===== config.mk =====
export PLATFORM = sky130hd
export DESIGN_NAME = calcula_pontuacao
export DESIGN_NICKNAME = d
export VERILOG_FILES = /design/src/rtl/batalha_pkg.sv /design/src/rtl/contador_celulas_linha.sv /design/src/rtl/calcula_pontuacao.sv
export SDC_FILE = /design/constraint.sdc
export NUM_CORES = 1
export LEC_CHECK = 0
export ABC_AREA = 1
export CAP_MARGIN = 20
export CORE_UTILIZATION = 50
export CTS_CLUSTER_DIAMETER = 100
export DETAILED_ROUTE_END_ITERATION = 8
export HOLD_SLACK_MARGIN = 0.06
export PLACE_DENSITY_LB_ADDON = 0.15
export SLEW_MARGIN = 10
export SYNTH_ARGS = -nofsm -noshare
export SYNTH_HDL_FRONTEND = slang
export SYNTH_SLANG_ARGS = --single-unit

===== constraint.sdc =====
create_clock -name clk -period 2.4 [get_ports clk]
set_clock_uncertainty 0.05 [all_clocks]
set_input_delay 0.48 -clock clk [delete_from_list [all_inputs] [get_ports clk]]
set_output_delay 0.48 -clock clk [all_outputs]
set_load 0.01 [all_outputs]

===== src/rtl/batalha_pkg.sv =====
// rtl/batalha_pkg.sv - shared board constants, cell encodings and score FSM states
package batalha_pkg;

  localparam int ROW_W         = 64;
  localparam int CELLS_PER_ROW = 32;
  localparam int ADDR_W        = 5;

  localparam logic [1:0] CELULA_AGUA   = 2'b00;
  localparam logic [1:0] CELULA_NAVIO  = 2'b01;
  localparam logic [1:0] CELULA_ERRO   = 2'b10;
  localparam logic [1:0] CELULA_ACERTO = 2'b11;

  typedef enum logic [2:0] {
    ST_IDLE,
    ST_REQ,
    ST_WAIT,
    ST_ACC,
    ST_DONE
  } pontuacao_state_t;

endpackage


===== src/rtl/contador_celulas_linha.sv =====
// rtl/contador_celulas_linha.sv - combinational count of cells in a row matching a target code
module contador_celulas_linha
  import batalha_pkg::*;
(
  input  logic [ROW_W-1:0] row,
  input  logic [1:0]       target,
  output logic [5:0]       count
);

  always_comb begin
    count = '0;
    for (int k = 0; k < CELLS_PER_ROW; k++) begin
      if (row[2*k +: 2] == target) begin
        count = count + 6'd1;
      end
    end
  end

endmodule


===== src/rtl/calcula_pontuacao.sv =====
// rtl/calcula_pontuacao.sv - row-sweeping hit counter for one player; CALCULA_PONTUACAO_NAVIOS_EN adds ship count
module calcula_pontuacao
  import batalha_pkg::*;
#(
  parameter int ROWS     = 12,
  parameter int READ_LAT = 1,
  parameter int SCORE_W  = 9
) (
  input  logic               clk,
  input  logic               resetGeral,
  input  logic               start,
  input  logic               jogador_in,
  input  logic               grant,
  input  logic [ROW_W-1:0]   data_in,
  output logic               req,
  output logic [ADDR_W-1:0]  addr,
  output logic               jogador,
  output logic               busy,
  output logic               done,
  output logic [SCORE_W-1:0] score
`ifdef CALCULA_PONTUACAO_NAVIOS_EN
  ,
  output logic [SCORE_W-1:0] navios_restantes,
  output logic               derrota
`endif
);

  localparam logic [ADDR_W-1:0] LAST_ROW = ADDR_W'(ROWS - 1);
  localparam logic [1:0]        LAT_LOAD = 2'(READ_LAT);

  pontuacao_state_t state_q, state_d;
  logic [1:0]         cnt_q, cnt_d;
  logic [ADDR_W-1:0]  addr_d;
  logic               jogador_d;
  logic [SCORE_W-1:0] score_d;
  logic [5:0]         hits;

  contador_celulas_linha u_hits (
    .row    (data_in),
    .target (CELULA_ACERTO),
    .count  (hits)
  );

`ifdef CALCULA_PONTUACAO_NAVIOS_EN
  logic [5:0]         ships;
  logic [SCORE_W-1:0] navios_d;
  logic               derrota_d;

  contador_celulas_linha u_ships (
    .row    (data_in),
    .target (CELULA_NAVIO),
    .count  (ships)
  );
`endif

  always_ff @(posedge clk or negedge resetGeral) begin
    if (!resetGeral) begin
      state_q <= ST_IDLE;
      cnt_q   <= '0;
      addr    <= '0;
      jogador <= 1'b0;
      score   <= '0;
`ifdef CALCULA_PONTUACAO_NAVIOS_EN
      navios_restantes <= '0;
      derrota          <= 1'b0;
`endif
    end else begin
      state_q <= state_d;
      cnt_q   <= cnt_d;
      addr    <= addr_d;
      jogador <= jogador_d;
      score   <= score_d;
`ifdef CALCULA_PONTUACAO_NAVIOS_EN
      navios_restantes <= navios_d;
      derrota          <= derrota_d;
`endif
    end
  end

  always_comb begin
    state_d   = state_q;
    cnt_d     = cnt_q;
    addr_d    = addr;
    jogador_d = jogador;
    score_d   = score;
    req       = 1'b0;
    busy      = 1'b0;
    done      = 1'b0;
`ifdef CALCULA_PONTUACAO_NAVIOS_EN
    navios_d  = navios_restantes;
    derrota_d = derrota;
`endif
    case (state_q)
      ST_IDLE: begin
        if (start) begin
          score_d   = '0;
          jogador_d = jogador_in;
          addr_d    = '0;
          state_d   = ST_REQ;
`ifdef CALCULA_PONTUACAO_NAVIOS_EN
          navios_d  = '0;
          derrota_d = 1'b0;
`endif
        end
      end
      ST_REQ: begin
        req  = 1'b1;
        busy = 1'b1;
        if (grant) begin
          cnt_d   = LAT_LOAD;
          state_d = ST_WAIT;
        end
      end
      ST_WAIT: begin
        // Losing grant mid-read invalidates the row; reissue the same address.
        req  = 1'b1;
        busy = 1'b1;
        if (!grant) begin
          state_d = ST_REQ;
        end else if (cnt_q == 2'd1) begin
          state_d = ST_ACC;
        end else begin
          cnt_d = cnt_q - 2'd1;
        end
      end
      ST_ACC: begin
        busy    = 1'b1;
        score_d = score + SCORE_W'(hits);
`ifdef CALCULA_PONTUACAO_NAVIOS_EN
        navios_d = navios_restantes + SCORE_W'(ships);
`endif
        if (addr == LAST_ROW) begin
          state_d = ST_DONE;
`ifdef CALCULA_PONTUACAO_NAVIOS_EN
          derrota_d = (navios_d == '0);
`endif
        end else begin
          addr_d  = addr + 1'b1;
          state_d = ST_REQ;
        end
      end
      ST_DONE: begin
        done    = 1'b1;
        state_d = ST_IDLE;
      end
      default: state_d = ST_IDLE;
    endcase
  end

endmodule


Word level (Yosys, flattened, before mapping)
Cells that the tools add are included.
{"block": "totals", "ff_bits": 20}
{"block": "classes", "addsub": 34, "eq_ne": 44, "muxes": 50, "reduce_logical": 10}
{"operator": "$mux 6", "n": 31}
{"operator": "$add 6x1->6 const B", "n": 30}
{"operator": "$eq 2x2->1 const B", "n": 32}
{"operator": "$pmux 9 s2", "n": 1}
{"operator": "$mux 3", "n": 5}
{"operator": "$pmux 3 s4", "n": 1}
{"operator": "$mux 5", "n": 2}
{"operator": "$ne 2x2->1 const B", "n": 5}
{"operator": "$pmux 5 s2", "n": 1}
{"operator": "$add 9x6->9", "n": 1}
{"operator": "$mux 9", "n": 1}
{"operator": "$eq 3x2->1 const B", "n": 2}
{"operator": "$mux 2", "n": 3}
{"operator": "$reduce_and 3->1", "n": 2}
{"operator": "$add 5x1->5 const B", "n": 1}
{"operator": "$eq 5x4->1 const B", "n": 1}
{"operator": "$mux 1", "n": 4}
{"operator": "$pmux 2 s2", "n": 1}
{"operator": "$reduce_and 2->1", "n": 2}
{"operator": "$reduce_and 4->1", "n": 1}
{"operator": "$reduce_bool 2->1", "n": 2}
{"operator": "$eq 3x1->1 const B", "n": 1}
{"operator": "$eq 3x3->1 const B", "n": 1}
{"operator": "$logic_not 3->1", "n": 1}
{"operator": "other kinds (6)", "n": 6}

Longest topological paths before layout
{"block": "logic_depth", "word_depth": 66, "depth_mapped": 104, "depth_no_buf": 104}

Cells and area by module
A second synthesis with hierarchy kept.
{"block": "unflattened", "hier_cells": 1294, "hier_area_um2": 7013.0}
{"module": "contador_celulas_linha", "instances": 1, "cells_per_inst": 1117, "area_per_inst_um2": 5723.0, "seq_area_each_um2": 0.0}
{"module": "calcula_pontuacao", "instances": 1, "cells_per_inst": 177, "area_per_inst_um2": 1290.0, "seq_area_each_um2": 500.5}

Least setup slack after synthesis
Ideal clock, no wire load.
{"block": "synth_path", "kind": "input port to flip-flop", "startpoint": "in data_in[0]", "endpoint": "reg score[7]", "arrival_ns": 13.095, "slack_ns": -10.865, "stages": 98, "path_cell_list": "nand2_1 inv_1 ha_1 inv_1 nand2_2 nand2_2 inv_1 ha_1 nand2_1 nand2_1 xor2_1 o21ai_1 ha_1 nand2_1 nand2_1 xor2_1 o21ai_1 ha_1 [... 62 more ...] inv_1 ha_1 or2_2 o21ai_0 inv_1 ha_1 a21oi_1 nor2_1 nor2_1 nor2_1 o21ai_0 nand2_1 nand2_1 nand2_1 nand3_1 o21ai_0 o21ai_0 inv_1"}
{"block": "synth_via", "elab_chain_len": 66}
{"item": "start, declared", "line": "calcula_pontuacao.sv:14", "rtl": "input logic [ROW_W-1:0] data_in,"}
{"item": "$eq 2x2->1 (*)", "line": "contador_celulas_linha.sv:13", "rtl": "if (row[2*k +: 2] == target) begin"}
{"item": "$mux 1 (*)", "line": "contador_celulas_linha.sv:13"}
{"item": "$add 1x1->2", "line": "contador_celulas_linha.sv:14", "rtl": "count = count + 6'd1;"}
{"item": "$mux 6 (*)", "line": "contador_celulas_linha.sv:13"}
{"item": "$add 6x1->6", "line": "contador_celulas_linha.sv:14"}
{"item": "$mux 6 (*)", "line": "contador_celulas_linha.sv:13"}
{"item": "$add 6x1->6", "line": "contador_celulas_linha.sv:14"}
{"item": "$mux 6 (*)", "line": "contador_celulas_linha.sv:13"}
{"item": "[... 50 more ...]"}
{"item": "$add 6x1->6", "line": "contador_celulas_linha.sv:14"}
{"item": "$mux 6 (*)", "line": "contador_celulas_linha.sv:13"}
{"item": "$add 6x1->6", "line": "contador_celulas_linha.sv:14"}
{"item": "$mux 6 (*)", "line": "contador_celulas_linha.sv:13"}
{"item": "$add 6x1->6", "line": "contador_celulas_linha.sv:14"}
{"item": "$mux 6 (*)", "line": "contador_celulas_linha.sv:13"}
{"item": "$add 9x6->9 (*)", "line": "calcula_pontuacao.sv:128", "rtl": "score_d = score + SCORE_W'(hits);"}
{"item": "$pmux 9 s2 (*)", "line": "calcula_pontuacao.sv:93", "rtl": "case (state_q)"}
{"item": "end signal, assigned", "line": "calcula_pontuacao.sv:72", "rtl": "score <= score_d;"}
{"item": "end, declared", "line": "calcula_pontuacao.sv:20", "rtl": "output logic [SCORE_W-1:0] score"}
Every way passes the cells marked *; elsewhere a longest branch is shown, timed or not.
A chain may end at the register's enable or synchronous reset.

Final worst setup path
{"block": "layout_path", "startpoint": "in data_in[2]", "endpoint": "reg score[8]"}
{"block": "layout_via", "elab_chain_len": 64}
{"item": "$eq 2x2->1 (*)", "line": "contador_celulas_linha.sv:13"}
{"item": "$mux 6 (*)", "line": "contador_celulas_linha.sv:13"}
{"item": "$add 6x1->6", "line": "contador_celulas_linha.sv:14"}
{"item": "$mux 6 (*)", "line": "contador_celulas_linha.sv:13"}
{"item": "$add 6x1->6", "line": "contador_celulas_linha.sv:14"}
{"item": "$mux 6 (*)", "line": "contador_celulas_linha.sv:13"}
{"item": "$add 6x1->6", "line": "contador_celulas_linha.sv:14"}
{"item": "$mux 6 (*)", "line": "contador_celulas_linha.sv:13"}
{"item": "[... 48 more ...]"}
{"item": "$add 6x1->6", "line": "contador_celulas_linha.sv:14"}
{"item": "$mux 6 (*)", "line": "contador_celulas_linha.sv:13"}
{"item": "$add 6x1->6", "line": "contador_celulas_linha.sv:14"}
{"item": "$mux 6 (*)", "line": "contador_celulas_linha.sv:13"}
{"item": "$add 6x1->6", "line": "contador_celulas_linha.sv:14"}
{"item": "$mux 6 (*)", "line": "contador_celulas_linha.sv:13"}
{"item": "$add 9x6->9 (*)", "line": "calcula_pontuacao.sv:128"}
{"item": "$pmux 9 s2 (*)", "line": "calcula_pontuacao.sv:93"}
Marks and branches as above.

==> results_dict.tcl <==
set metrics [dict create \
    fin_area_sq_um 10900 \
    antenna_found_initial 0 \
    powerDensity_nw_per_um2 671 \
    r2r_start "score[0]$_DFFE_PN0P_" \
    clock-root-buffer "clkbuf_16" \
    die_h_microns 113 \
    drtAntennaViolNets 0 \
    post-synth-top-count-cell "nand2_1" \
    relSlewSlack_pct 69.6 \
    fin_util_pct 90.4 \
    clockBufferDepth 2 \
    cts_sinks 20 \
    power_switching_mw 3.61 \
    crit_type "in -> reg" \
    drtIter0Drc 730 \
    syn_nets 1256 \
    finalHoldViolCount 0 \
    clock_power_share_pct 6.5 \
    max_cap_viol_count 0 \
    yosysSeqAreaShare_pct 8.06 \
    crit_fanout 3 \
    tightest_slew_ps 453 \
    syn_avg_cell_area_sq_um 5.41 \
    htree_levels 1 \
    path_common_cell "nand2_2" \
    violations "setup timing" \
    die_w_microns 113 \
    timing.fmax_ghz 0.0726 \
    grt_usage_pct 26.4 \
    final.setup.worst_slack_ps -11380 \
    hold_start "jogador$_DFFE_PN0P_" \
    synth-edff-count 0 \
    reg2reg_slack_ps 70 \
    place_hpwl_microns 12900 \
    fillers 582 \
    synthesis.area_sq_um 6210 \
    power_mw 7.33 \
    synth_top_area_share_pct 21.3 \
    layout.nets 1674 \
    boundaryPins 87 \
    ys_async_sr_fraction_pct 100 \
    yosysUniqueCellTypes 34 \
    yosys_register_bits 20 \
    dpl_cell_area_sq_um 9420 \
    drv_slew 0 \
    yosys_warnings 0 \
    post_drt_via_cell_ratio 5.23 \
    fin_cells 1732 \
    final_layout_size_suffix_gt1_share_pct 40.0 \
    wl_per_cell_microns 13.3 \
    cpPeakStageDelay_ps 390 \
    crit_slowest_cell "fa_2" \
    period_share_pct 574 \
    core_sq_um 12100 \
    die_area_sq_um 12900 \
    reg2reg_to "score[8]$_DFFE_PN0P_" \
    cellLeakagePower_nw 6.18 \
    synth_commonest_cells "353 x nand2_1, 238 x inv_1, 160 x nand3_1, 69 x nand2_2, 67 x nor2_1" \
    numCtsBuffers 3 \
    synthFlopType "dfrtp_1" \
    area_delta_synth_final_pct 75.8 \
    detail_route.first_pass.iterations 6 \
    min_period_ps 13780 \
    yosysTopAreaCell "nand2_1" \
    antenna_cells 0 \
    power.internal_mw 3.72 \
    finalSetupViolCount 9 \
    outcome "finished, violations left" \
    vdd_drop_max_uv 419 \
    grt_max_degree 21 \
    route.vias.total 9056 \
    seq_power_share_pct 6.8 \
    drc 0 \
    place_congestion 0.871 \
    grt_overflow 0 \
    cp.arrival_ps 13920 \
    syn_inst 1147 \
    grt_pass1_wl_microns 29500 \
    combPwrFrac_pct 86.7 \
    required_ps 2550 \
    grt_pass1_vias 7798 \
    placed_cells 1666 \
    synth_area_leaders "nand2_1 21%, inv_1 14%, nand3_1 13%" \
    fin_setup_tns_ps -94880 \
    portBuffers 86 \
    hold_depth 2 \
    hold_end "jogador$_DFFE_PN0P_" \
    rsz0062_at_grt "true" \
    switching_share_pct 49.3 \
    reg2reg_depth 15 \
    clk_pin_slew_worst_paths_ps 60 \
    start_util_pct 51.5 \
    rows 40 \
    startpoint_type "input port" \
    holdCritPathClass "reg -> reg" \
    routed_wl_microns 23000 \
    cts_tree "yes" \
    clkLatencyLatePin_ps 260 \
    cp-end-kind "flop" \
]
layout by cell type (no fill, tap or decap), drive strengths merged:
cell type,instances
dlygate4sd2,2
clkbuf,3
inv,245
dfrtp,20
a31oi,2
o21a,2
fa,1
a21oi,9
or2,10
a21o,1
bufinv,1
o21ai,39
o22ai,1
o211ai,1
ha,39
nand3,207
o31ai,4
xnor2,9
nor3,7
clkinv,5
o41ai,1
xor2,16
nand3b,8
nand4,5
buf,333
nand2,438
clkdlybuf4s50,80
o21bai,1
nor2,74
registers in the layout (all words and copies together) (netlist names):
name     flops
addr         5
cnt_q        2
state_q      3
jogador      1
score        9
per-stage QoR:
step           hold WS [ps]  setup WS, ps
4_1_cts                 441        -10960
3_5_place_dp            420        -11920
3_3_place_gp            414        -11530
6_report                439        -11380
2_1_floorplan           134        -10210
5_1_grt                 493        -12070
what timing repair did:
| item | in CTS | in global routing |
|---|---|---|
| buffers inserted | 39 | 27 |
| resized for setup | 74 | 144 |
| pin swaps | 62 | 93 |
| setup endpoints to repair | 9 | 10 |
| cloned | 0 | 0 |
| hold buffers | 0 | 0 |
| hold endpoints to repair | 0 | 0 |
power groups by stage:
| stage | registers [mW] | clock network [mW] | logic (mW) |
|---|---|---|---|
| 2_1_floorplan | 0.491 | 0 | 2.81 |
| 3_3_place_gp | 0.477 | 0 | 4.47 |
| 3_5_place_dp | 0.479 | 0 | 4.64 |
| 4_1_cts | 0.483 | 0.458 | 5.07 |
| 5_1_grt | 0.500 | 0.477 | 6.88 |
| 6_report | 0.496 | 0.477 | 6.35 |
layout make-up:
type	count	area (sq um)	share of cell area, %
Multi-Input combinational cell	875	5710	52.3
Timing Repair Buffer	415	3430	31.5
Inverter	250	950	8.71
Sequential cell	20	500	4.59
Tap cell	168	210	1.93
Clock buffer	3	75.1	0.688
Clock inverter	1	30.0	0.275
worst max-delay path by stage:
stage	from	endpoint	slack, ps
detailed placement	data_in[0]	score[7]$_DFFE_PN0P_	-11920
global placement	data_in[2]	score[7]$_DFFE_PN0P_	-11530
floorplan	data_in[0]	score[7]$_DFFE_PN0P_	-10210
global route	data_in[1]	score[8]$_DFFE_PN0P_	-12070
CTS	data_in[0]	score[7]$_DFFE_PN0P_	-10960
finish	data_in[2]	score[8]$_DFFE_PN0P_	-11380
routing by layer:
layer	up-vias	GRT usage [%]	part of all wire (%)
met2	408	53.9	52
met5	-	0	0
met3	122	0.956	5.3
met4	0	8.60	4.6
met1	4119	28.9	38
li1	4407	-	-
worst max-delay path, delay by kind of cell:
family	cells	cell delay, ps
compound gates	19	2710
xor+xnor	10	1510
fa+ha+maj	17	4610
buf+inv	10	760
simple gates	40	3830
cells by family after synthesis:
group           share of synthesized area (%)
simple gates                             59.6
buf+inv                                  15.3
compound gates                           5.40
fa+ha+maj                                8.18
xor+xnor                                 3.53
flops                                    8.06
No activity file was read; power rests on OpenSTA's default activity.
